[src/rtl/pkt_desc_gen.sv]
// -----------------------------------------------------------------------------
// pkt_desc_gen -- packet descriptor generator
//
// Emits a stream of packet descriptors {flow ID, length} to a downstream
// measure stage. A start pulse latches the cfg_* inputs and begins emission.
// One descriptor is strobed on valid every (cfg_gap + 1) cycles. Emission
// stops after cfg_pkt_count packets (0 = unlimited), on a stop pulse, or on
// reset. Flow IDs rotate through cfg_id_base .. cfg_id_base + cfg_id_num - 1.
// Lengths below 64 bytes are raised to 64.
//
// Ports
//   clk            rising-edge clock
//   reset          asynchronous, active-high reset
//   start          1-cycle pulse: latch cfg_* and start (ignored while busy)
//   stop           1-cycle pulse: abort; takes priority over start
//   cfg_gap        idle cycles between consecutive valid pulses
//   cfg_len        packet length in bytes
//   cfg_id_base    first flow ID
//   cfg_id_num     number of flow IDs to rotate through (0 behaves as 1)
//   cfg_pkt_count  packets to send, 0 = unlimited
//   valid          one-cycle descriptor strobe
//   lenth_Data     packet length (holds last value while valid = 0)
//   ID_Data        flow ID (holds last value while valid = 0)
//   pd_data        {ID_Data, lenth_Data}
//   busy           generator is in SEND or GAP
//   done           programmed packet count reached
//   sent_cnt       packets emitted since the last start (saturating)
//   ts_data        cycle-counter value captured at each valid
//                  (only when PKT_DESC_GEN_TIMESTAMP_EN is defined)
//
// Build option
//   PKT_DESC_GEN_TIMESTAMP_EN  adds a free-running cycle counter and ts_data.
// -----------------------------------------------------------------------------
module pkt_desc_gen #(
  parameter int C_LENTH_WIDTH   = 16,
  parameter int C_ID_WIDTH      = 16,
  parameter int C_COUNTER_WIDTH = 20,
  parameter int C_PD_WIDTH      = 32
) (
  input  logic                       clk,
  input  logic                       reset,
  input  logic                       start,
  input  logic                       stop,
  input  logic [C_COUNTER_WIDTH-1:0] cfg_gap,
  input  logic [C_LENTH_WIDTH-1:0]   cfg_len,
  input  logic [C_ID_WIDTH-1:0]      cfg_id_base,
  input  logic [C_ID_WIDTH-1:0]      cfg_id_num,
  input  logic [C_COUNTER_WIDTH-1:0] cfg_pkt_count,
  output logic                       valid,
  output logic [C_LENTH_WIDTH-1:0]   lenth_Data,
  output logic [C_ID_WIDTH-1:0]      ID_Data,
  output logic [C_PD_WIDTH-1:0]      pd_data,
  output logic                       busy,
  output logic                       done,
  output logic [C_COUNTER_WIDTH-1:0] sent_cnt
`ifdef PKT_DESC_GEN_TIMESTAMP_EN
  ,
  output logic [C_COUNTER_WIDTH-1:0] ts_data
`endif
);

  typedef enum logic [1:0] {
    IDLE = 2'd0,
    SEND = 2'd1,
    GAP  = 2'd2,
    DONE = 2'd3
  } state_t;

  localparam logic [C_LENTH_WIDTH-1:0]   MIN_LEN = C_LENTH_WIDTH'(64);
  localparam logic [C_COUNTER_WIDTH-1:0] CNT_ONE = C_COUNTER_WIDTH'(1);
  localparam logic [C_COUNTER_WIDTH-1:0] CNT_MAX = '1;
  localparam logic [C_ID_WIDTH-1:0]      ID_ONE  = C_ID_WIDTH'(1);

  state_t state_q, state_d;

  // Configuration captured at start
  logic [C_COUNTER_WIDTH-1:0] gap_q;
  logic [C_COUNTER_WIDTH-1:0] count_q;
  logic [C_LENTH_WIDTH-1:0]   len_q;
  logic [C_ID_WIDTH-1:0]      base_q;
  logic [C_ID_WIDTH-1:0]      num_q;

  // Running state
  logic [C_COUNTER_WIDTH-1:0] gap_cnt_q;   // GAP cycles spent so far
  logic [C_ID_WIDTH-1:0]      idx_q;       // offset of next ID from base

  logic                       launch;      // start accepted this cycle
  logic                       emit;        // a descriptor is strobed next cycle
  logic [C_LENTH_WIDTH-1:0]   len_cur;
  logic [C_ID_WIDTH-1:0]      base_cur;
  logic [C_ID_WIDTH-1:0]      num_cur;
  logic [C_ID_WIDTH-1:0]      idx_cur;
  logic [C_ID_WIDTH-1:0]      id_cur;
  logic                       id_last;
  logic [C_COUNTER_WIDTH-1:0] sent_base;

  // ---------------------------------------------------------------------------
  // Next-state logic
  // ---------------------------------------------------------------------------
  always_comb begin
    // NOTE: every signal assigned here gets a default first, so no path can
    // leave one unassigned and infer a latch.
    state_d = state_q;
    launch  = 1'b0;

    unique case (state_q)
      IDLE, DONE: begin
        if (start && !stop) begin
          state_d = SEND;
          launch  = 1'b1;
        end
      end
      SEND: begin
        // sent_cnt already includes the packet strobed in this cycle
        if (stop)
          state_d = IDLE;
        else if ((count_q != '0) && (sent_cnt == count_q))
          state_d = DONE;
        else if (gap_q == '0)
          state_d = SEND;
        else
          state_d = GAP;
      end
      GAP: begin
        if (stop)
          state_d = IDLE;
        else if (gap_cnt_q == gap_q)
          state_d = SEND;
        else
          state_d = GAP;
      end
      default: state_d = IDLE;
    endcase

    emit = (state_d == SEND);
  end

  // ---------------------------------------------------------------------------
  // Descriptor datapath. On the launch cycle the config registers are being
  // loaded on the same edge, so the first descriptor is built from cfg_*.
  // ---------------------------------------------------------------------------
  always_comb begin
    len_cur   = launch ? ((cfg_len < MIN_LEN) ? MIN_LEN : cfg_len) : len_q;
    base_cur  = launch ? cfg_id_base : base_q;
    num_cur   = launch ? cfg_id_num  : num_q;
    idx_cur   = launch ? '0          : idx_q;
    id_cur    = base_cur + idx_cur;  // wraps modulo 2^C_ID_WIDTH
    // num of 0 or 1 keeps the ID fixed at base
    id_last   = (num_cur <= ID_ONE) || (idx_cur == (num_cur - ID_ONE));
    sent_base = launch ? '0 : sent_cnt;
  end

  // ---------------------------------------------------------------------------
  // Registers
  // ---------------------------------------------------------------------------
  always_ff @(posedge clk or posedge reset) begin
    if (reset) begin
      state_q    <= IDLE;
      valid      <= 1'b0;
      busy       <= 1'b0;
      done       <= 1'b0;
      lenth_Data <= '0;
      ID_Data    <= '0;
      pd_data    <= '0;
      sent_cnt   <= '0;
      gap_q      <= '0;
      count_q    <= '0;
      len_q      <= '0;
      base_q     <= '0;
      num_q      <= '0;
      gap_cnt_q  <= '0;
      idx_q      <= '0;
    end else begin
      // NOTE: non-blocking assignments throughout, so every register samples
      // the pre-edge values regardless of statement order.
      state_q <= state_d;
      valid   <= emit;
      busy    <= (state_d == SEND) || (state_d == GAP);
      done    <= (state_d == DONE);

      if (launch) begin
        gap_q   <= cfg_gap;
        count_q <= cfg_pkt_count;
        len_q   <= len_cur;
        base_q  <= cfg_id_base;
        num_q   <= cfg_id_num;
      end

      if (state_d == GAP)
        gap_cnt_q <= (state_q == GAP) ? (gap_cnt_q + CNT_ONE) : CNT_ONE;

      if (emit) begin
        lenth_Data <= len_cur;
        ID_Data    <= id_cur;
        pd_data    <= C_PD_WIDTH'({id_cur, len_cur});
        sent_cnt   <= (sent_base == CNT_MAX) ? sent_base : (sent_base + CNT_ONE);
        idx_q      <= id_last ? '0 : (idx_cur + ID_ONE);
      end
    end
  end

`ifdef PKT_DESC_GEN_TIMESTAMP_EN
  // Free-running cycle counter; ts_data captures it alongside each valid.
  logic [C_COUNTER_WIDTH-1:0] ts_cnt_q;

  always_ff @(posedge clk or posedge reset) begin
    if (reset) begin
      ts_cnt_q <= '0;
      ts_data  <= '0;
    end else begin
      ts_cnt_q <= ts_cnt_q + CNT_ONE;
      if (emit)
        ts_data <= ts_cnt_q;
    end
  end
`endif

endmodule

[config.mk]
export PLATFORM = sky130hd
export DESIGN_NAME = pkt_desc_gen
export DESIGN_NICKNAME = d
export VERILOG_FILES = /design/src/rtl/pkt_desc_gen.sv
export SDC_FILE = /design/constraint.sdc
export NUM_CORES = 1
export LEC_CHECK = 0
export BUFFER_PORTS_ARGS = -buffer_cell sky130_fd_sc_hd__buf_2
export CELL_PAD_IN_SITES_DETAIL_PLACEMENT = 0
export CELL_PAD_IN_SITES_GLOBAL_PLACEMENT = 1
export CORE_UTILIZATION = 46
export CTS_CLUSTER_DIAMETER = 100
export DETAILED_ROUTE_END_ITERATION = 16
export PLACE_DENSITY = 0.84
export SLEW_MARGIN = 10
export SYNTH_ARGS = -nofsm -noshare
export SYNTH_HDL_FRONTEND = slang
export SYNTH_SLANG_ARGS = --single-unit
export TNS_END_PERCENT = 5
[constraint.sdc]
create_clock -name clk -period 10 [get_ports clk]
set_clock_uncertainty 0.15 [all_clocks]
set_input_delay 2.5 -clock clk [delete_from_list [all_inputs] [get_ports clk]]
set_output_delay 2.5 -clock clk [all_outputs]
set_load 0.02 [all_outputs]
==> metrics <==
status complete, no violations; Critical Path AT around 7 ns; r2r endpoint idx_q[4]; # rows 53; Crit Path Category in -> reg; PwrDens 290 nW/um^2; first drt pass iteration count 5; per-cell routed wire length around 16 um; Final GP Congestion a little under 0.9; total track usage between 20% and 30%; Final Hold Fails 0; reg-to-reg slack, setup 4.62 ns; Antenna Violating Nets Remaining 0; Post-DP HPWL 17000 um; CP cell instances buf_2, nand3b_4, mux2i_1, ha_1, or3b_1, or3_1, o31ai_2, nand2_1, nor4_4, o31ai_2, nor4_4, nor3_2, a221o_1; CP max-delay cell nor4_4; CTS sink cnt approximately 180; Synth Flop Type dfrtp_1; WHS 0.322 ns; area leader, netlist dfrtp_1; Cell Area, Placed 10800 um^2; share of post-route cells with drive strength above 1 20.2%; TritonCTS buffer count 17; detailed-route wire length 24200 um; Startpoint Class primary input; Syn Inst Count 1102; Worst-Margin Slew 1.27 ns; crit path to idx_q[4]; synthesized flop and latch total 181; Reg clk slew, reported paths 0.07 ns; via count 8094; commonest cells after routing, fill and taps aside 289 x nand2_1, 181 x dfrtp_1, 178 x buf_2; DIE AREA around 22000 um^2; worst-skew pair later-pin latency 0.44 ns; Max H-tree Level 4; vias in the first global route 7754; Buf+Inv Stages, Crit Path 1; critical path depth 13; async set-reset flop share out of synthesis 100%; Ports 179; FILL cells 1973; Nets 1345; CP max FO 50; Req. time, crit path 10.16 ns; Setup Buffers After CTS 0; clk root buf clkbuf_16; cell family with most CP delay simple AND/OR/NAND/NOR gates; Die X between 100 and 150 um; MaxCap Viol Count 0; initial antenna violation count 0; drt first-iter violations between 500 and 600; final antenna diode count 0; DRC violations left 0; Chip Height roughly 150 um; hold path start len_q[14]; crit path time final 6.75 ns; register area share after synthesis 45.2%; Max Clk Rate 148 MHz; Initial Utilization 47.2%; most common cell after layout, fill and taps aside nand2_1; Critical Path Start stop; period utilisation layout 67.5%; Leak Pwr between 5 and 6 nW; CTS tree done; Netlist cell types 67; CTS Buffer Depth 2; global-route wire length before repair 39600 um; Fin Setup TNS 0 ns; Core ar. 21200 um^2; post-cts sizing count 0; worst min-delay path class reg -> reg; CTS hold repair buffers 0; largest net degree at the start of global routing 117; Final Core Density between 50 and 60%; Worst R2R Path Depth 14; Mapped Area about 10000 um^2; largest cells by area after synthesis dfrtp_1 45%, nand2_1 11%, xor2_1 4.8%; Layout area overhead 14.2%; RSZ-0062 raised after global routing false; Warnings, synthesis 0; fin. max-slew vios 0; GR Overflow Total 0; worst reg2reg path startpoint state_q[0]; VDD IR max 150 uV; Post-synth EDFFs 0; Mapped Nets 1220; slowest stage delay, CP 0.78 ns; CP Capture Type flip-flop; final instance area 11400 um^2; Final Setup Violations 0; share of the synthesized area in the top cell type 45.2%; Syn Area/Cell 9.09 um^2; Via density 5.34; PortBufs roughly 180; Rel. slew slack 15.4%; PnR Total Power between 3 and 4 mW
==> per-layer routing <==
metal	up-vias	GRT usage [%]	part of all wire (%)
met4	0	5.56	1.2
met3	24	4.51	4.8
li1	3961	-	-
met5	-	0	0
met1	3901	31.8	47
met2	208	35.6	47
==> synth_stat cells (4+ instances only) <==
library cell,instances
nand2_1,289
dfrtp_1,181
nor2_1,62
xor2_1,55
xnor2_1,49
inv_1,37
buf_4,34
nand3_1,34
clkbuf_1,32
a21oi_1,27
ha_1,25
nor4_1,25
nand4_1,20
o21ai_0,19
mux2_2,17
and2_1,16
nor3_1,15
a31oi_1,12
or3_1,11
and3_1,10
a22o_1,9
nor2b_1,9
mux2i_1,7
o41ai_1,7
a21o_1,6
a221o_1,6
a31o_1,5
buf_6,5
o21a_1,5
o22ai_1,4
o31ai_1,4
or4_1,4
==> state kept, by name (all words and copies together) (netlist names) <==
name / cells
base_q: 16
lenth_Data: 15
len_q: 16
count_q: 20
idx_q: 16
ID_Data: 16
done: 1
sent_cnt: 20
busy: 1
gap_cnt_q: 20
gap_q: 20
valid: 1
pd_data: 1
num_q: 16
state_q: 2
==> power by group <==
group | internal, mW | switching (mW) | total [mW]
registers | 0.999 | 0.250 | 1.25
clock network | 0.383 | 0.316 | 0.700
logic | 0.539 | 0.829 | 1.37
==> worst min-delay path, cell delays in order, from the launching register on <==
cell,delay [ns]
dfrtp_1,0.32
nand2_1,0.06
nand2_1,0.06
==> stage by stage <==
step / instances / setup slack [ns]
floorplan: 1102 / 2.43
global placement: 1483 / 2.90
detailed placement: 1483 / 2.77
CTS: 1515 / 3.26
global route: 1515 / 2.88
finish: 1515 / 3.25
==> final cells by class <==
class | instances | area (um^2) | share of cell area [%]
Multi-Input combinational cell | 808 | 4900 | 42.8
Sequential cell | 181 | 4530 | 39.6
Timing Repair Buffer | 182 | 921 | 8.05
Clock buffer | 18 | 439 | 3.84
Tap cell | 275 | 344 | 3.01
Clock inverter | 14 | 170 | 1.49
Inverter | 37 | 144 | 1.26
==> worst min path at each step <==
stage	cells after the start	endpoint
after global placement	2	len_q[9]
final	2	len_q[14]
after CTS	2	len_q[12]
after global routing	2	len_q[7]
after detailed placement	2	len_q[12]
after floorplan	2	len_q[10]
==> cell families after synthesis <==
kind of cell,count (synthesis),synth area share (%)
AO/OA/AOI/OAI,130,9.19
flip-flops,181,45.2
XOR/XNOR,104,9.09
adder cells (fa/ha/maj),26,3.32
AND/OR/NAND/NOR,524,24.5
buffers and inverters,113,6.09
multiplexers,24,2.61
Note: power is estimated with default switching activity, not from simulation.
